File: config.mk
export PLATFORM = sky130hd
export DESIGN_NAME = rf_sequencer
export DESIGN_NICKNAME = d
export VERILOG_FILES = /design/src/rtl/rf_sequencer.sv
export SDC_FILE = /design/constraint.sdc
export NUM_CORES = 1
export LEC_CHECK = 0
export ABC_AREA = 0
export BUFFER_PORTS_ARGS = -buffer_cell sky130_fd_sc_hd__buf_4
export CELL_PAD_IN_SITES_DETAIL_PLACEMENT = 0
export CELL_PAD_IN_SITES_GLOBAL_PLACEMENT = 1
export CORE_MARGIN = 1.5
export CORE_UTILIZATION = 37
export CTS_CLUSTER_DIAMETER = 60
export DETAILED_ROUTE_END_ITERATION = 8
export GPL_TIMING_DRIVEN = 0
export PLACE_DENSITY_LB_ADDON = 0.1
export SKIP_CTS_REPAIR_TIMING = 1
export SLEW_MARGIN = 20
export SYNTH_ARGS = -nofsm -noshare
export SYNTH_HDL_FRONTEND = slang
export SYNTH_SLANG_ARGS = --single-unit
File: constraint.sdc
create_clock -name clk -period 7.25 [get_ports clk]
set_input_delay 2.175 -clock clk [delete_from_list [all_inputs] [get_ports clk]]
set_output_delay 2.175 -clock clk [all_outputs]
set_load 0.03 [all_outputs]
File: src/rtl/rf_sequencer.sv
// Multi-cycle register-to-register sequencer: owns both read ports and the write port
// of a 16x8 register file, stepping each instruction through READ, EXEC and WRITE.
module rf_sequencer (
    input  logic        clk,
    input  logic        rst_n,
    input  logic [15:0] instr,
    input  logic        instr_valid,
    output logic        instr_ready,
    output logic [3:0]  ra1,
    output logic [3:0]  ra2,
    input  logic [7:0]  rd1,
    input  logic [7:0]  rd2,
    output logic [3:0]  wa3,
    output logic [7:0]  wd3,
    output logic        we3,
    output logic        done,
    output logic        illegal,
    output logic        zero,
    output logic        carry
);

    localparam int unsigned DATA_W = 8;
    localparam int unsigned ADDR_W = 4;
    localparam int unsigned INSTR_W = 16;

    localparam logic [3:0] OP_NOP = 4'd0;
    localparam logic [3:0] OP_MOV = 4'd1;
    localparam logic [3:0] OP_LDI = 4'd2;
    localparam logic [3:0] OP_ADD = 4'd3;
    localparam logic [3:0] OP_SUB = 4'd4;
    localparam logic [3:0] OP_AND = 4'd5;
    localparam logic [3:0] OP_OR  = 4'd6;
    localparam logic [3:0] OP_XOR = 4'd7;
    localparam logic [3:0] OP_CMP = 4'd8;

    typedef enum logic [1:0] {
        IDLE  = 2'd0,
        READ  = 2'd1,
        EXEC  = 2'd2,
        WRITE = 2'd3
    } state_t;

    state_t              state_q;
    state_t              state_d;
    logic [INSTR_W-1:0]  instr_q;
    logic [DATA_W-1:0]   a_q;
    logic [DATA_W-1:0]   b_q;
    logic [DATA_W:0]     res_q;
    logic [DATA_W:0]     alu_c;
    logic [ADDR_W-1:0]   ra1_q;
    logic [ADDR_W-1:0]   ra2_q;
    logic [ADDR_W-1:0]   wa3_q;
    logic                zero_q;
    logic                carry_q;
    logic                accept_c;
    logic                upd_zero_c;
    logic                upd_carry_c;
    logic [3:0]          op;

    assign op    = instr_q[15:12];
    assign ra1   = ra1_q;
    assign ra2   = ra2_q;
    assign wa3   = wa3_q;
    assign wd3   = res_q[DATA_W-1:0];
    assign zero  = zero_q;
    assign carry = carry_q;

    // Next-state and state-decoded strobes; reset gates ready and the write strobes
    always_comb begin
        state_d     = state_q;
        instr_ready = 1'b0;
        accept_c    = 1'b0;
        we3         = 1'b0;
        done        = 1'b0;
        illegal     = 1'b0;
        upd_zero_c  = 1'b0;
        upd_carry_c = 1'b0;
        case (state_q)
            IDLE: begin
                instr_ready = rst_n;
                accept_c    = rst_n & instr_valid;
                if (accept_c) state_d = READ;
            end
            READ:  state_d = EXEC;
            EXEC:  state_d = WRITE;
            WRITE: begin
                state_d     = IDLE;
                done        = rst_n;
                illegal     = rst_n & (op > OP_CMP);
                we3         = rst_n & (op >= OP_MOV) & (op <= OP_XOR);
                upd_zero_c  = (op >= OP_MOV) & (op <= OP_CMP);
                upd_carry_c = (op == OP_ADD) | (op == OP_SUB) | (op == OP_CMP);
            end
            default: state_d = IDLE;
        endcase
    end

    // 9-bit ALU; bit 8 is carry for ADD and borrow for SUB/CMP
    always_comb begin
        alu_c = '0;
        case (op)
            OP_MOV:         alu_c = {1'b0, a_q};
            OP_LDI:         alu_c = {1'b0, instr_q[7:0]};
            OP_ADD:         alu_c = {1'b0, a_q} + {1'b0, b_q};
            OP_SUB, OP_CMP: alu_c = {1'b0, a_q} - {1'b0, b_q};
            OP_AND:         alu_c = {1'b0, a_q & b_q};
            OP_OR:          alu_c = {1'b0, a_q | b_q};
            OP_XOR:         alu_c = {1'b0, a_q ^ b_q};
            default:        alu_c = '0;
        endcase
    end

    always_ff @(posedge clk) begin
        if (!rst_n) begin
            state_q <= IDLE;
            instr_q <= '0;
            a_q     <= '0;
            b_q     <= '0;
            res_q   <= '0;
            ra1_q   <= '0;
            ra2_q   <= '0;
            wa3_q   <= '0;
            zero_q  <= 1'b0;
            carry_q <= 1'b0;
        end else begin
            state_q <= state_d;
            if (accept_c) begin
                instr_q <= instr;
                ra1_q   <= instr[7:4];
                ra2_q   <= instr[3:0];
            end
            if (state_q == READ) begin
                a_q <= rd1;
                b_q <= rd2;
            end
            if (state_q == EXEC) begin
                res_q <= alu_c;
                wa3_q <= instr_q[11:8];
            end
            if (upd_zero_c)  zero_q  <= (res_q[DATA_W-1:0] == DATA_W'(0));
            if (upd_carry_c) carry_q <= res_q[DATA_W];
        end
    end

endmodule
==> report_table.html, run 1 <==
<table>
<tr><th>Metric</th><th>Value</th></tr>
<tr><th colspan="2">Global route</th></tr>
<tr><td>Pin count of the biggest net entering global routing</td><td>16</td></tr>
<tr><td>Initial antenna violation count</td><td>0</td></tr>
<tr><td>Via count of the first global-routing pass</td><td>around 2,700</td></tr>
<tr><td>Total track usage</td><td>0.1981</td></tr>
<tr><td>Wire length of the first global-routing pass</td><td>around 14,000 um</td></tr>
<tr><td>Total congestion overflow after global routing</td><td>0</td></tr>
<tr><th colspan="2">Yosys</th></tr>
<tr><td>Number of flip-flops and latches in the synthesized netlist</td><td>49</td></tr>
<tr><td>Net count of the mapped netlist</td><td>between 400 and 500</td></tr>
<tr><td>Proportion of netlist area held by the largest area contributor</td><td>0.3036</td></tr>
<tr><td>Leading post-synthesis cells by cell area</td><td>sky130_fd_sc_hd__dfxtp_1 (30%), sky130_fd_sc_hd__ha_1 (12%), sky130_fd_sc_hd__mux2i_1 (8.4%), sky130_fd_sc_hd__nand2_1 (5.7%), sky130_fd_sc_hd__nor2b_1 (4.8%)</td></tr>
<tr><td>Syn Inst Count</td><td>384</td></tr>
<tr><td>Average cell area after synthesis</td><td>about 8.4 um^2</td></tr>
<tr><td>Post-synth top area cell</td><td>sky130_fd_sc_hd__dfxtp_1</td></tr>
<tr><td>Count of warnings emitted by yosys</td><td>0</td></tr>
<tr><td>Count of cell types in the netlist</td><td>between 50 and 60</td></tr>
<tr><td>Sequential area share after synthesis</td><td>0.3036</td></tr>
<tr><td>Most numerous cell types in the synthesized netlist</td><td>sky130_fd_sc_hd__dfxtp_1 (49), sky130_fd_sc_hd__nand2_1 (49), sky130_fd_sc_hd__ha_1 (30)</td></tr>
<tr><td>Proportion of register bits with asynchronous set or reset after synthesis</td><td>0</td></tr>
<tr><td>Mapped cell area</td><td>around 3200 um^2</td></tr>
<tr><td>Number of enable flip-flop cells after synthesis</td><td>0</td></tr>
<tr><td>Predominant post-synthesis flop cell</td><td>sky130_fd_sc_hd__dfxtp_1</td></tr>
<tr><th colspan="2">Route</th></tr>
<tr><td>Average wire length per cell after detail routing</td><td>around 15 um</td></tr>
<tr><td>DRC viols</td><td>0</td></tr>
<tr><td>Number of nets with antenna violations after detailed routing</td><td>0</td></tr>
<tr><td>Mean number of vias per cell</td><td>just over 5</td></tr>
<tr><td>Number of violations reported at the end of detailed-routing iteration 0</td><td>137</td></tr>
<tr><td>TritonRoute pass-1 iters</td><td>4</td></tr>
<tr><td>Total wirelength of the detailed-routed design</td><td>8537 um</td></tr>
<tr><td>Total via count after detailed routing</td><td>approximately 2,800</td></tr>
<tr><th colspan="2">Placed design</th></tr>
<tr><td>Placer Congestion</td><td>about 0.86</td></tr>
<tr><td>Detailed Place HPWL</td><td>roughly 7000 um</td></tr>
<tr><td>Placed Instance Area</td><td>about 3800 um^2</td></tr>
<tr><td>Setup Slack @ Placement</td><td>1.577 ns</td></tr>
<tr><td>Count of input and output buffers</td><td>60</td></tr>
<tr><td>Placed cell count</td><td>549</td></tr>
<tr><th colspan="2">Timing</th></tr>
<tr><td>Final TNS setup</td><td>0 ns</td></tr>
<tr><td>Slew of the pin with the lowest slew margin</td><td>0.5517 ns</td></tr>
<tr><td>Post-route setup slack</td><td>1.584 ns</td></tr>
<tr><td>Time the worst path needs with I/O delays and setup</td><td>~5.7 ns</td></tr>
<tr><td>Ratio of final minimum period to clock period</td><td>0.7815</td></tr>
<tr><td>Final setup violating endpoints</td><td>0</td></tr>
<tr><td>Max-slew violations</td><td>0</td></tr>
<tr><td>Unrepaired setup endpoints after global routing</td><td>false</td></tr>
<tr><td>Fmax</td><td>between 150 and 200 MHz</td></tr>
<tr><td>Worst setup skew after layout</td><td>between 0.015 and 0.02 ns</td></tr>
<tr><td>Relative slew slack</td><td>0.6322</td></tr>
<tr><td>Final hold vios</td><td>0</td></tr>
<tr><th colspan="2">Cells and area</th></tr>
<tr><td>Post-layout nets</td><td>a little over 500</td></tr>
<tr><td>Final Non-Filler Cells</td><td>about 560</td></tr>
<tr><td>Layout-stage area growth over the synthesis result</td><td>21.34%</td></tr>
<tr><td>Share of layout cells above drive strength 1</td><td>0.2151</td></tr>
<tr><td>Final Instance Area</td><td>3920 um^2</td></tr>
<tr><td>Total inserted antenna cells</td><td>0</td></tr>
<tr><td>Fraction of the core area covered by cells at the end of the flow</td><td>0.4700</td></tr>
<tr><td>Count of filler cells inserted in the layout</td><td>slightly below 900</td></tr>
<tr><th colspan="2">Worst setup path</th></tr>
<tr><td>Worst Reg2Reg Path Length in Cells</td><td>10</td></tr>
<tr><td>Launch point of the worst reg-to-reg path</td><td>instr_q[14]$_SDFFE_PN0P_</td></tr>
<tr><td>Cell with the largest stage delay on the worst path</td><td>sky130_fd_sc_hd__clkbuf_1</td></tr>
<tr><td>FF-to-FF End</td><td>res_q[6]$_SDFFE_PN0P_</td></tr>
<tr><td>Crit path arrival time</td><td>3.49 ns</td></tr>
<tr><td>List of cells traversed by the critical path</td><td>buf_4, clkbuf_1, clkbuf_1, and2_1, buf_4</td></tr>
<tr><td>Critical Path Source Type</td><td>input port</td></tr>
<tr><td>Register-to-register setup slack</td><td>roughly 4.2 ns</td></tr>
<tr><td>Crit-path max FO</td><td>10</td></tr>
<tr><td>Worst Setup Path Type</td><td>input port to output pin</td></tr>
<tr><td>WP data required</td><td>around 5 ns</td></tr>
<tr><td>Highest cell delay on the worst timing path</td><td>roughly 0.47 ns</td></tr>
<tr><td>Capturing element type of the critical path</td><td>output pin</td></tr>
<tr><th colspan="2">Power and ir drop</th></tr>
<tr><td>Largest vdd supply drop</td><td>around 0.12 mV</td></tr>
<tr><td>Reported net switching power</td><td>~570 uW</td></tr>
<tr><td>Power per cell area</td><td>around 330 nW/um^2</td></tr>
<tr><td>Leak Pwr</td><td>approximately 0.0017 uW</td></tr>
<tr><td>Reg power frac</td><td>0.288</td></tr>
<tr><td>Switching power as a share of total power</td><td>0.4353</td></tr>
<tr><td>Cell-internal power</td><td>between 700 and 800 uW</td></tr>
<tr><td>Portion of total power attributed to the clock network</td><td>0.154</td></tr>
<tr><td>Logic gate share of total power</td><td>0.559</td></tr>
<tr><th colspan="2">Clock network</th></tr>
<tr><td>Worst-case clock buffer depth</td><td>2</td></tr>
<tr><td>Clock root buffer</td><td>sky130_fd_sc_hd__clkbuf_8</td></tr>
<tr><td>Maximum level of the CTS H-tree</td><td>2</td></tr>
<tr><td>TritonCTS buffer count</td><td>5</td></tr>
<tr><td>Clock input transition at the sequential cells of the worst setup and hold paths</td><td>approximately 0.090 ns</td></tr>
<tr><td>Clock latency on the worst-skew pair</td><td>~0.32 ns</td></tr>
<tr><td>TritonCTS clock tree</td><td>built</td></tr>
<tr><td>Sink count of the clock tree</td><td>49</td></tr>
<tr><th colspan="2">Floorplan</th></tr>
<tr><td>Die boundary height</td><td>slightly below 100 um</td></tr>
<tr><td>Die boundary width</td><td>slightly below 100 um</td></tr>
<tr><td>Die footprint</td><td>just over 9000 um^2</td></tr>
<tr><td>Core Rows</td><td>33</td></tr>
<tr><td>Initial cell density of the core</td><td>0.3873</td></tr>
<tr><td>Core outline area</td><td>8341 um^2</td></tr>
<tr><td>Number of top-level pins</td><td>slightly above 60</td></tr>
<tr><th colspan="2">Min path</th></tr>
<tr><td>Cells on Worst Hold Path</td><td>2</td></tr>
<tr><td>Start point of the worst hold path</td><td>zero$_SDFFE_PN0P_</td></tr>
<tr><td>Worst Hold Endpoint</td><td>zero$_SDFFE_PN0P_</td></tr>
<tr><td>Hold crit path type</td><td>register to register</td></tr>
<tr><th colspan="2">Job</th></tr>
<tr><td>Max-cap check violation count</td><td>0</td></tr>
<tr><th colspan="2">Run status</th></tr>
<tr><td>Result of the run</td><td>finished, final reports clean</td></tr>
</table>
[cell usage in the layout (no fill, tap or decap), types with 3 or more instances in the layout]
cell type	count
sky130_fd_sc_hd__a21oi_1	14
sky130_fd_sc_hd__a22oi_1	4
sky130_fd_sc_hd__a31oi_1	4
sky130_fd_sc_hd__and3_1	3
sky130_fd_sc_hd__buf_2	3
sky130_fd_sc_hd__buf_4	76
sky130_fd_sc_hd__clkbuf_1	15
sky130_fd_sc_hd__clkbuf_8	5
sky130_fd_sc_hd__dfxtp_1	49
sky130_fd_sc_hd__ha_1	30
sky130_fd_sc_hd__inv_1	22
sky130_fd_sc_hd__mux2i_1	27
sky130_fd_sc_hd__nand2_1	49
sky130_fd_sc_hd__nand2b_1	3
sky130_fd_sc_hd__nand3_1	5
sky130_fd_sc_hd__nor2_1	20
sky130_fd_sc_hd__nor2b_1	25
sky130_fd_sc_hd__nor3_1	3
sky130_fd_sc_hd__nor4_1	3
sky130_fd_sc_hd__o21ai_0	24
sky130_fd_sc_hd__o21ai_1	7
sky130_fd_sc_hd__xnor2_1	10
[worst max-delay path: cells and delay by family]
family	cells	cell delay, ns
AND/OR/NAND/NOR	1	0.20
buffers and inverters	4	1.11
[layout make-up]
class / count / area (um^2) / share of cell area
multi-input combinational: 274 / 1949 / 0.4973
clock inverter: 2 / 38.79 / 0.009895
inverter: 24 / 90.09 / 0.02298
timing repair buffer: 60 / 450.4 / 0.1149
tap: 105 / 131.4 / 0.03351
clock buffer: 5 / 68.82 / 0.01756
sequential: 49 / 980.9 / 0.2502
buffer: 37 / 210.2 / 0.05362
[through the flow]
step | hold WS, ns | power (uW)
after global routing | 0.4900 | 1422
after CTS | 0.4621 | 1322
after floorplan | 0.4254 | 921.6
final | 0.4561 | 1308
after detailed placement | 0.4490 | 1117
after global placement | 0.4439 | 1112
[registers in the layout (all words and copies together), names as in the netlist]
register  flops
res_q         9
a_q           8
state_q       2
wa3           4
b_q           8
zero          1
instr_q      16
carry         1
[cell families after synthesis]
logic type      Yosys count  share of synthesized area
fa+ha+maj                31                     0.1224
xor+xnor                 12                    0.03834
buf+inv                  61                    0.09295
simple gates            122                     0.1898
mux                      28                    0.08714
flops                    49                     0.3036
compound gates           81                     0.1658
[worst max path at each step]
stage	slack, ns	end	start
2_1_floorplan	1.86	illegal	rst_n
3_3_place_gp	1.59	instr_ready	rst_n
3_5_place_dp	1.58	instr_ready	rst_n
4_1_cts	1.57	instr_ready	rst_n
5_1_grt	1.49	instr_ready	rst_n
6_report	1.58	instr_ready	rst_n
[power by group through the flow]
| stage | Sequential (uW) | Clock, uW | Combinational, uW |
|---|---|---|---|
| 2_1_floorplan | 362 | 0 | 559 |
| 3_3_place_gp | 381 | 0 | 731 |
| 3_5_place_dp | 381 | 0 | 735 |
| 4_1_cts | 375 | 205 | 741 |
| 5_1_grt | 384 | 217 | 821 |
| 6_report | 376 | 201 | 731 |
[per-layer routing]
metal	GRT usage	share of wire	vias up	routed length [um]
met5	0	0	-	0
met4	0.05435	0.013	0	112
met3	0.02739	0.042	9	358
met2	0.3071	0.45	73	3858
met1	0.2857	0.49	1306	4206
li1	-	-	1440	-
Power figures use the tool's default switching activity.
==> inputs of run 2 (changes only) <==
--- a/config.mk
+++ b/config.mk
@@ -5,12 +5,12 @@
 export SDC_FILE = /design/constraint.sdc
 export NUM_CORES = 1
 export LEC_CHECK = 0
-export ABC_AREA = 0
+export ABC_AREA = 1
 export BUFFER_PORTS_ARGS = -buffer_cell sky130_fd_sc_hd__buf_4
 export CELL_PAD_IN_SITES_DETAIL_PLACEMENT = 0
 export CELL_PAD_IN_SITES_GLOBAL_PLACEMENT = 1
 export CORE_MARGIN = 1.5
-export CORE_UTILIZATION = 37
+export CORE_UTILIZATION = 36
 export CTS_CLUSTER_DIAMETER = 60
 export DETAILED_ROUTE_END_ITERATION = 8
 export GPL_TIMING_DRIVEN = 0
==> constraint.sdc (replaced) <==
create_clock -name clk -period 5.15 [get_ports clk]
set_input_delay 1.545 -clock clk [delete_from_list [all_inputs] [get_ports clk]]
set_output_delay 1.545 -clock clk [all_outputs]
set_load 0.03 [all_outputs]
==> run 2 against run 1 <==
Against the previous run: die area decreased by 0.47%; clock skew decreased by 0.0015 ns; sequential cell count did not move; clock-buffer cell count unchanged; cell area down 2.7%; combinational power increased by 86%; non-clock buffer count down 7; area after synthesis decreased by 3.2%; critical path type unchanged.
==> report_table.html, run 2 <==
<table>
<tr><th>Metric</th><th>Value</th></tr>
<tr><th colspan="2">Yosys</th></tr>
<tr><td>Most numerous cell types in the synthesized netlist</td><td>sky130_fd_sc_hd__nand2_1 (96), sky130_fd_sc_hd__inv_1 (54), sky130_fd_sc_hd__dfxtp_1 (49)</td></tr>
<tr><td>Average cell area after synthesis</td><td>7.125 um^2 (-15%)</td></tr>
<tr><td>Proportion of netlist area held by the largest area contributor</td><td>0.3136 (+0.009959)</td></tr>
<tr><td>Count of warnings emitted by yosys</td><td>0 (unchanged)</td></tr>
<tr><td>Leading post-synthesis cells by cell area</td><td>sky130_fd_sc_hd__dfxtp_1 (31%), sky130_fd_sc_hd__ha_1 (12%), sky130_fd_sc_hd__nand2_1 (12%), sky130_fd_sc_hd__inv_1 (6.5%), sky130_fd_sc_hd__a21oi_1 (6.1%)</td></tr>
<tr><td>Proportion of register bits with asynchronous set or reset after synthesis</td><td>0 (unchanged)</td></tr>
<tr><td>Most numerous cell in the Yosys netlist</td><td>sky130_fd_sc_hd__nand2_1</td></tr>
<tr><td>Predominant post-synthesis flop cell</td><td>sky130_fd_sc_hd__dfxtp_1</td></tr>
<tr><td>Sequential area share after synthesis</td><td>0.3136 (+0.009959)</td></tr>
<tr><td>Number of flip-flops and latches in the synthesized netlist</td><td>49 (unchanged)</td></tr>
<tr><td>Syn Inst Count</td><td>439 (+14%)</td></tr>
<tr><td>Mapped cell area</td><td>3128 um^2 (-3.2%)</td></tr>
<tr><td>Number of enable flip-flop cells after synthesis</td><td>0 (unchanged)</td></tr>
<tr><td>Net count of the mapped netlist</td><td>505 (+12%)</td></tr>
<tr><td>Post-synth top area cell</td><td>sky130_fd_sc_hd__dfxtp_1</td></tr>
<tr><td>Count of cell types in the netlist</td><td>38 (-36%)</td></tr>
<tr><th colspan="2">Global route</th></tr>
<tr><td>Total congestion overflow after global routing</td><td>0 (unchanged)</td></tr>
<tr><td>Total track usage</td><td>0.1897 (-0.008435)</td></tr>
<tr><td>Pin count of the biggest net entering global routing</td><td>19 (+3)</td></tr>
<tr><td>Via count of the first global-routing pass</td><td>2,681 (+0.75%)</td></tr>
<tr><td>Initial antenna violation count</td><td>0 (unchanged)</td></tr>
<tr><td>Wire length of the first global-routing pass</td><td>13,250 um (-2.9%)</td></tr>
<tr><th colspan="2">Power and ir drop</th></tr>
<tr><td>Reg power frac</td><td>0.264 (-0.024)</td></tr>
<tr><td>Portion of total power attributed to the clock network</td><td>0.116 (-0.038)</td></tr>
<tr><td>Cell-internal power</td><td>1102 uW (+49%)</td></tr>
<tr><td>Leak Pwr</td><td>0.001805 uW (+9.1%)</td></tr>
<tr><td>Power per cell area</td><td>574.6 nW/um^2 (+72%)</td></tr>
<tr><td>Reported net switching power</td><td>1089 uW (+91%)</td></tr>
<tr><td>Switching power as a share of total power</td><td>0.4969 (+0.06160)</td></tr>
<tr><td>Logic gate share of total power</td><td>0.620 (+0.061)</td></tr>
<tr><td>Largest vdd supply drop</td><td>0.1899 mV (+59%)</td></tr>
<tr><th colspan="2">Placed design</th></tr>
<tr><td>Count of input and output buffers</td><td>60 (unchanged)</td></tr>
<tr><td>Placed cell count</td><td>604 (+10%)</td></tr>
<tr><td>Placer Congestion</td><td>0.8222 (-4.7%)</td></tr>
<tr><td>Detailed Place HPWL</td><td>6743 um (-1.0%)</td></tr>
<tr><th colspan="2">Route</th></tr>
<tr><td>TritonRoute pass-1 iters</td><td>4 (unchanged)</td></tr>
<tr><td>Mean number of vias per cell</td><td>4.750 (-6.6%)</td></tr>
<tr><td>Total via count after detailed routing</td><td>2,907 (+2.8%)</td></tr>
<tr><td>Average wire length per cell after detail routing</td><td>13.48 um (-12%)</td></tr>
<tr><td>Total wirelength of the detailed-routed design</td><td>8252 um (-3.3%)</td></tr>
<tr><td>Number of nets with antenna violations after detailed routing</td><td>0 (unchanged)</td></tr>
<tr><td>DRC viols</td><td>0 (unchanged)</td></tr>
<tr><td>Number of violations reported at the end of detailed-routing iteration 0</td><td>114 (-17%)</td></tr>
<tr><th colspan="2">Floorplan</th></tr>
<tr><td>Initial cell density of the core</td><td>0.3769 (-0.01044)</td></tr>
<tr><td>Core outline area</td><td>8299 um^2 (-0.50%)</td></tr>
<tr><td>Die boundary width</td><td>96.22 um (-0.23%)</td></tr>
<tr><td>Die boundary height</td><td>96.22 um (-0.23%)</td></tr>
<tr><td>Die footprint</td><td>9257 um^2 (-0.47%)</td></tr>
<tr><td>Number of top-level pins</td><td>61 (unchanged)</td></tr>
<tr><td>Core Rows</td><td>33 (unchanged)</td></tr>
<tr><th colspan="2">Job</th></tr>
<tr><td>Max-cap check violation count</td><td>0 (unchanged)</td></tr>
<tr><th colspan="2">Cells and area</th></tr>
<tr><td>Count of filler cells inserted in the layout</td><td>889 (+0.23%)</td></tr>
<tr><td>Most common library cell in the layout ignoring fill and taps</td><td>sky130_fd_sc_hd__nand2_1</td></tr>
<tr><td>Final Non-Filler Cells</td><td>612 (+10%)</td></tr>
<tr><td>Most frequent cells in the layout</td><td>sky130_fd_sc_hd__nand2_1 (96), sky130_fd_sc_hd__buf_4 (77), sky130_fd_sc_hd__inv_1 (54)</td></tr>
<tr><td>Layout-stage area growth over the synthesis result</td><td>21.88%</td></tr>
<tr><td>Combined area of the multi-input logic cells</td><td>1729 um^2 (-11%)</td></tr>
<tr><td>Largest registers ranked by flip-flop count</td><td>instr_q x16, res_q x9</td></tr>
<tr><td>Footprint of the flip-flops and latches</td><td>980.9 um^2 (unchanged)</td></tr>
<tr><td>Share of layout cells above drive strength 1</td><td>0.2150 (about the same)</td></tr>
<tr><td>Total inserted antenna cells</td><td>0 (unchanged)</td></tr>
<tr><td>Max reg flops</td><td>16 (unchanged)</td></tr>
<tr><td>Fraction of the core area covered by cells at the end of the flow</td><td>0.4594 (-0.01063)</td></tr>
<tr><td>Most flop-heavy register</td><td>instr_q</td></tr>
<tr><td>Post-layout nets</td><td>572 (+11%)</td></tr>
<tr><th colspan="2">Timing</th></tr>
<tr><td>Final TNS setup</td><td>0 ns (unchanged)</td></tr>
<tr><td>Fmax</td><td>between 200 and 300 MHz</td></tr>
<tr><td>Final hold vios</td><td>0 (unchanged)</td></tr>
<tr><td>Max-slew violations</td><td>0 (unchanged)</td></tr>
<tr><td>Unrepaired setup endpoints after global routing</td><td>false</td></tr>
<tr><td>Worst setup skew after layout</td><td>0.01363 ns (-0.001522 ns)</td></tr>
<tr><td>Relative slew slack</td><td>0.6502 (+0.01799)</td></tr>
<tr><td>Slew of the pin with the lowest slew margin</td><td>0.5247 ns (-0.02699 ns)</td></tr>
<tr><td>Time the worst path needs with I/O delays and setup</td><td>~3.8 ns</td></tr>
<tr><td>Ratio of final minimum period to clock period</td><td>0.7380</td></tr>
<tr><td>Final setup violating endpoints</td><td>0 (unchanged)</td></tr>
<tr><td>Final-layout worst hold slack</td><td>0.4667 ns (+0.01070 ns)</td></tr>
<tr><th colspan="2">Clock network</th></tr>
<tr><td>TritonCTS clock tree</td><td>built</td></tr>
<tr><td>Clock latency on the worst-skew pair</td><td>0.32 ns (about the same)</td></tr>
<tr><td>Clock input transition at the sequential cells of the worst setup and hold paths</td><td>0.11 ns (+0.02 ns)</td></tr>
<tr><td>TritonCTS buffer count</td><td>5 (unchanged)</td></tr>
<tr><td>Clock root buffer</td><td>sky130_fd_sc_hd__clkbuf_8</td></tr>
<tr><td>Worst-case clock buffer depth</td><td>2 (unchanged)</td></tr>
<tr><td>Sink count of the clock tree</td><td>49 (unchanged)</td></tr>
<tr><td>Maximum level of the CTS H-tree</td><td>2 (unchanged)</td></tr>
<tr><th colspan="2">Worst setup path</th></tr>
<tr><td>WP data required</td><td>3.61 ns (-1.47 ns)</td></tr>
<tr><td>Crit path arrival time</td><td>2.26 ns (-1.23 ns)</td></tr>
<tr><td>Crit-path max FO</td><td>10 (unchanged)</td></tr>
<tr><td>Capturing element type of the critical path</td><td>output pin</td></tr>
<tr><td>Critical Path Source Type</td><td>input port</td></tr>
<tr><td>Worst Setup Path Type</td><td>input port to output pin</td></tr>
<tr><th colspan="2">Min path</th></tr>
<tr><td>Hold crit path type</td><td>register to register</td></tr>
<tr><th colspan="2">Run status</th></tr>
<tr><td>Result of the run</td><td>finished, final reports clean</td></tr>
</table>
## run 2: changes by cell type after synthesis, moves of 21 or more
| cell | change |
|---|---|
| sky130_fd_sc_hd__inv_1 | +32 |
| sky130_fd_sc_hd__a21oi_1 | +24 |
| sky130_fd_sc_hd__nor2b_1 | -25 |
| sky130_fd_sc_hd__nand2_1 | +47 |
| sky130_fd_sc_hd__mux2i_1 | -27 |
| sky130_fd_sc_hd__nand3_1 | +21 |
## run 2: layout make-up
type,count,area share
tap,105,0.03446
buffer,30,0.05153
timing repair buffer,60,0.1181
sequential,49,0.2573
multi-input combinational,301,0.4536
clock inverter,3,0.008861
inverter,59,0.05809
clock buffer,5,0.01805
## run 2: cells by family after synthesis
kind of cell / count (synthesis) / share of synthesized area
AOI/OAI and AO/OA: 94 / 0.1672
and+or+nand+nor: 170 / 0.2424
xor gates and xnor gates: 6 / 0.01680
DFF: 49 / 0.3136
adders and majority gates: 31 / 0.1264
buffers and inverters: 89 / 0.1336
## run 2: worst paths after layout
path / from / endpoint / slack [ns] / depth (start not counted)
max reg2reg: instr_q[12]$_SDFFE_PN0P_ / res_q[4]$_SDFFE_PN0P_ / 2.51 / 13
min: instr_q[9]$_SDFFE_PN0P_ / wa3[1]$_SDFFE_PN0P_ / 0.47 / 2
min reg2reg: instr_q[9]$_SDFFE_PN0P_ / wa3[1]$_SDFFE_PN0P_ / 0.47 / 2
max: rst_n / illegal / 1.35 / 5
## run 2: critical path, cell delays in order
cell	delay, ns
sky130_fd_sc_hd__buf_4	0.08
sky130_fd_sc_hd__buf_2	0.20
sky130_fd_sc_hd__nand2_1	0.12
sky130_fd_sc_hd__nor2_1	0.13
sky130_fd_sc_hd__buf_4	0.17
## run 2: power groups by stage
| stage | registers (uW) | logic [uW] | clock network [uW] |
|---|---|---|---|
| finish | 579 | 1360 | 253 |
| global route | 593 | 1530 | 270 |
| CTS | 579 | 1360 | 260 |
| detailed placement | 587 | 1350 | 0 |
| global placement | 584 | 1330 | 0 |
| floorplan | 587 | 988 | 0 |
## run 2: through the flow
step | area [um^2] | total power (uW) | worst slack (ns)
6_report | 3812 | 2191 | 1.349
3_3_place_gp | 3710 | 1917 | 1.329
3_5_place_dp | 3710 | 1939 | 1.324
4_1_cts | 3812 | 2198 | 1.323
2_1_floorplan | 3128 | 1575 | 1.394
5_1_grt | 3812 | 2395 | 1.271
## run 2: per-layer routing
layer,track usage,routed length (um),vias to the layer above
met1,0.2577,4154,1309
met4,0.04412,61,0
met2,0.3122,3759,52
li1,-,-,1542
met3,0.03081,277,4
met5,0,0,-
==> inputs of run 3 (changes only) <==
--- a/config.mk
+++ b/config.mk
@@ -10,7 +10,7 @@
 export CELL_PAD_IN_SITES_DETAIL_PLACEMENT = 0
 export CELL_PAD_IN_SITES_GLOBAL_PLACEMENT = 1
 export CORE_MARGIN = 1.5
-export CORE_UTILIZATION = 36
+export CORE_UTILIZATION = 37
 export CTS_CLUSTER_DIAMETER = 60
 export DETAILED_ROUTE_END_ITERATION = 8
 export GPL_TIMING_DRIVEN = 0
==> constraint.sdc (replaced) <==
create_clock -name clk -period 3.5 [get_ports clk]
set_input_delay 1.05 -clock clk [delete_from_list [all_inputs] [get_ports clk]]
set_output_delay 1.05 -clock clk [all_outputs]
set_load 0.03 [all_outputs]
==> run 3 against run 2 <==
Against the previous run: worst setup slack got worse by 0.65 ns; critical path depth stayed put; clock skew about the same.
==> report_table.html, run 3 (synthesis results as in run 2) <==
<table>
<tr><th>Metric</th><th>Value</th></tr>
<tr><th colspan="2">Timing</th></tr>
<tr><td>Relative slew slack</td><td>0.6626 (+0.01241)</td></tr>
<tr><td>Fmax</td><td>357.7 MHz</td></tr>
<tr><td>Time the worst path needs with I/O delays and setup</td><td>2.796 ns</td></tr>
<tr><td>Max-slew violations</td><td>0 (unchanged)</td></tr>
<tr><td>Final TNS setup</td><td>0 ns (unchanged)</td></tr>
<tr><td>Unrepaired setup endpoints after global routing</td><td>false</td></tr>
<tr><td>Slew of the pin with the lowest slew margin</td><td>0.5061 ns (-0.01862 ns)</td></tr>
<tr><td>Worst setup skew after layout</td><td>0.01371 ns (+0.00008110 ns)</td></tr>
<tr><td>Final setup violating endpoints</td><td>0 (unchanged)</td></tr>
<tr><td>Ratio of final minimum period to clock period</td><td>0.7988</td></tr>
<tr><td>Final hold vios</td><td>0 (unchanged)</td></tr>
<tr><th colspan="2">Worst setup path</th></tr>
<tr><td>Crit-path max FO</td><td>10 (unchanged)</td></tr>
<tr><td>WP data required</td><td>2.45 ns (-1.16 ns)</td></tr>
<tr><td>Crit path arrival time</td><td>1.75 ns (-0.51 ns)</td></tr>
<tr><td>Critical Path Source Type</td><td>input port</td></tr>
<tr><td>Worst Setup Path Type</td><td>input port to output pin</td></tr>
<tr><td>Capturing element type of the critical path</td><td>output pin</td></tr>
<tr><td>Register-to-register setup slack</td><td>0.91 ns (-1.60 ns)</td></tr>
<tr><td>Worst Reg2Reg Path Length in Cells</td><td>13 (unchanged)</td></tr>
<tr><td>Launch point of the worst reg-to-reg path</td><td>instr_q[13]$_SDFFE_PN0P_</td></tr>
<tr><td>FF-to-FF End</td><td>res_q[4]$_SDFFE_PN0P_</td></tr>
<tr><th colspan="2">Route</th></tr>
<tr><td>TritonRoute pass-1 iters</td><td>4 (unchanged)</td></tr>
<tr><td>DRC viols</td><td>0 (unchanged)</td></tr>
<tr><td>Number of nets with antenna violations after detailed routing</td><td>0 (unchanged)</td></tr>
<tr><td>Total via count after detailed routing</td><td>2,858 (-1.7%)</td></tr>
<tr><td>Number of violations reported at the end of detailed-routing iteration 0</td><td>74 (-35%)</td></tr>
<tr><td>Total wirelength of the detailed-routed design</td><td>8036 um (-2.6%)</td></tr>
<tr><td>Average wire length per cell after detail routing</td><td>13.13 um (-2.6%)</td></tr>
<tr><td>Mean number of vias per cell</td><td>4.670 (-1.7%)</td></tr>
<tr><th colspan="2">Clock network</th></tr>
<tr><td>Clock latency on the worst-skew pair</td><td>0.33 ns (about the same)</td></tr>
<tr><td>Clock input transition at the sequential cells of the worst setup and hold paths</td><td>0.10 ns (about the same)</td></tr>
<tr><td>Clock root buffer</td><td>sky130_fd_sc_hd__clkbuf_8</td></tr>
<tr><td>Maximum level of the CTS H-tree</td><td>2 (unchanged)</td></tr>
<tr><td>Sink count of the clock tree</td><td>49 (unchanged)</td></tr>
<tr><td>Worst-case clock buffer depth</td><td>2 (unchanged)</td></tr>
<tr><td>TritonCTS buffer count</td><td>5 (unchanged)</td></tr>
<tr><td>TritonCTS clock tree</td><td>built</td></tr>
<tr><th colspan="2">Min path</th></tr>
<tr><td>Worst Hold Endpoint</td><td>wa3[0]$_SDFFE_PN0P_</td></tr>
<tr><td>Cells on Worst Hold Path</td><td>2 (unchanged)</td></tr>
<tr><td>Start point of the worst hold path</td><td>instr_q[8]$_SDFFE_PN0P_</td></tr>
<tr><td>Hold crit path type</td><td>register to register</td></tr>
<tr><th colspan="2">Cells and area</th></tr>
<tr><td>Most flop-heavy register</td><td>instr_q</td></tr>
<tr><td>Post-layout nets</td><td>572 (unchanged)</td></tr>
<tr><td>Max reg flops</td><td>16 (unchanged)</td></tr>
<tr><td>Largest registers ranked by flip-flop count</td><td>instr_q x16, res_q x9</td></tr>
<tr><td>Most frequent cells in the layout</td><td>sky130_fd_sc_hd__nand2_1 (96), sky130_fd_sc_hd__buf_4 (77), sky130_fd_sc_hd__inv_1 (54)</td></tr>
<tr><td>Share of layout cells above drive strength 1</td><td>0.2150 (unchanged)</td></tr>
<tr><td>Layout-stage area growth over the synthesis result</td><td>21.48%</td></tr>
<tr><td>Most common library cell in the layout ignoring fill and taps</td><td>sky130_fd_sc_hd__nand2_1</td></tr>
<tr><td>Count of filler cells inserted in the layout</td><td>901 (+1.3%)</td></tr>
<tr><td>Total inserted antenna cells</td><td>0 (unchanged)</td></tr>
<tr><th colspan="2">Global route</th></tr>
<tr><td>Initial antenna violation count</td><td>0 (unchanged)</td></tr>
<tr><td>Total track usage</td><td>0.1880 (-0.001632)</td></tr>
<tr><td>Total congestion overflow after global routing</td><td>0 (unchanged)</td></tr>
<tr><td>Wire length of the first global-routing pass</td><td>12,970 um (-2.1%)</td></tr>
<tr><td>Via count of the first global-routing pass</td><td>2,667 (-0.52%)</td></tr>
<tr><td>Pin count of the biggest net entering global routing</td><td>17 (-2)</td></tr>
<tr><th colspan="2">Placed design</th></tr>
<tr><td>Placer Congestion</td><td>0.8402 (+2.2%)</td></tr>
<tr><td>Count of input and output buffers</td><td>60 (unchanged)</td></tr>
<tr><td>Detailed Place HPWL</td><td>6617 um (-1.9%)</td></tr>
<tr><th colspan="2">Floorplan</th></tr>
<tr><td>Core Rows</td><td>33 (unchanged)</td></tr>
<tr><td>Die boundary height</td><td>94.95 um (-1.3%)</td></tr>
<tr><td>Initial cell density of the core</td><td>0.3807 (+0.003788)</td></tr>
<tr><td>Number of top-level pins</td><td>61 (unchanged)</td></tr>
<tr><td>Die footprint</td><td>9015 um^2 (-2.6%)</td></tr>
<tr><td>Die boundary width</td><td>94.95 um (-1.3%)</td></tr>
<tr><td>Core outline area</td><td>8217 um^2 (-1.0%)</td></tr>
<tr><th colspan="2">Power and ir drop</th></tr>
<tr><td>Post-layout total power</td><td>3175 uW (+45%)</td></tr>
<tr><td>Power per cell area</td><td>835.7 nW/um^2 (+45%)</td></tr>
<tr><td>Largest vdd supply drop</td><td>0.3697 mV (+95%)</td></tr>
<tr><td>Leak Pwr</td><td>0.001798 uW (-0.36%)</td></tr>
<tr><th colspan="2">Run status</th></tr>
<tr><td>Result of the run</td><td>finished, final reports clean</td></tr>
<tr><th colspan="2">Job</th></tr>
<tr><td>Max-cap check violation count</td><td>0 (unchanged)</td></tr>
</table>
==> run 3: cell count changes in the layout (fill, tap and decap cells not counted), sizes merged <==
cell / delta
clkinv: -2
clkinvlp: +1
inv: +1
==> run 3: area by class of cell <==
cell class                 count  area, um^2  area share
timing repair buffer          60       450.4      0.1185
clock inverter                 3       21.27    0.005598
multi-input combinational    301        1729      0.4551
buffer                        30       196.4     0.05170
sequential                    49       980.9      0.2581
clock buffer                   5       68.82     0.01811
tap                          105       131.4     0.03457
inverter                      59       221.5     0.05828
==> run 3: per-stage QoR <==
step           hold WS (ns)  setup slack [ns]  cell area [um^2]  instances  utilization
6_report             0.4722            0.7042              3800        612       0.4625
5_1_grt              0.4964            0.5680              3800        612       0.4625
4_1_cts              0.4753            0.6685              3800        612       0.4625
3_5_place_dp         0.4607            0.6782              3710        604       0.4515
3_3_place_gp         0.4499            0.6746              3710        604       0.4515
2_1_floorplan        0.4294            0.7338              3128        439            -
==> run 3: how the worst max path moves through the flow <==
stage,start,to,cells after the start
floorplan,rst_n,illegal,3
global placement,rst_n,we3,5
detailed placement,rst_n,we3,5
CTS,rst_n,we3,5
global route,rst_n,we3,5
finish,rst_n,we3,5
==> run 3: routing by layer <==
metal / routed length [um] / track usage / share of wire
met5: 0 / 0 / 0
met4: 88 / 0.05224 / 0.011
met3: 290 / 0.02738 / 0.036
met2: 3621 / 0.3119 / 0.45
met1: 4036 / 0.2524 / 0.50
==> run 3: power breakdown <==
group / internal, uW / switching [uW]
combinational: 759 / 1220
clock: 142 / 209
sequential: 712 / 138
total: 1610 / 1560
==> run 3: critical path, cell delays in order <==
cell and delay, ns:
sky130_fd_sc_hd__buf_4 0.08, sky130_fd_sc_hd__buf_2 0.20, sky130_fd_sc_hd__nand2_1 0.11, sky130_fd_sc_hd__nor2_1 0.13, sky130_fd_sc_hd__buf_4 0.17
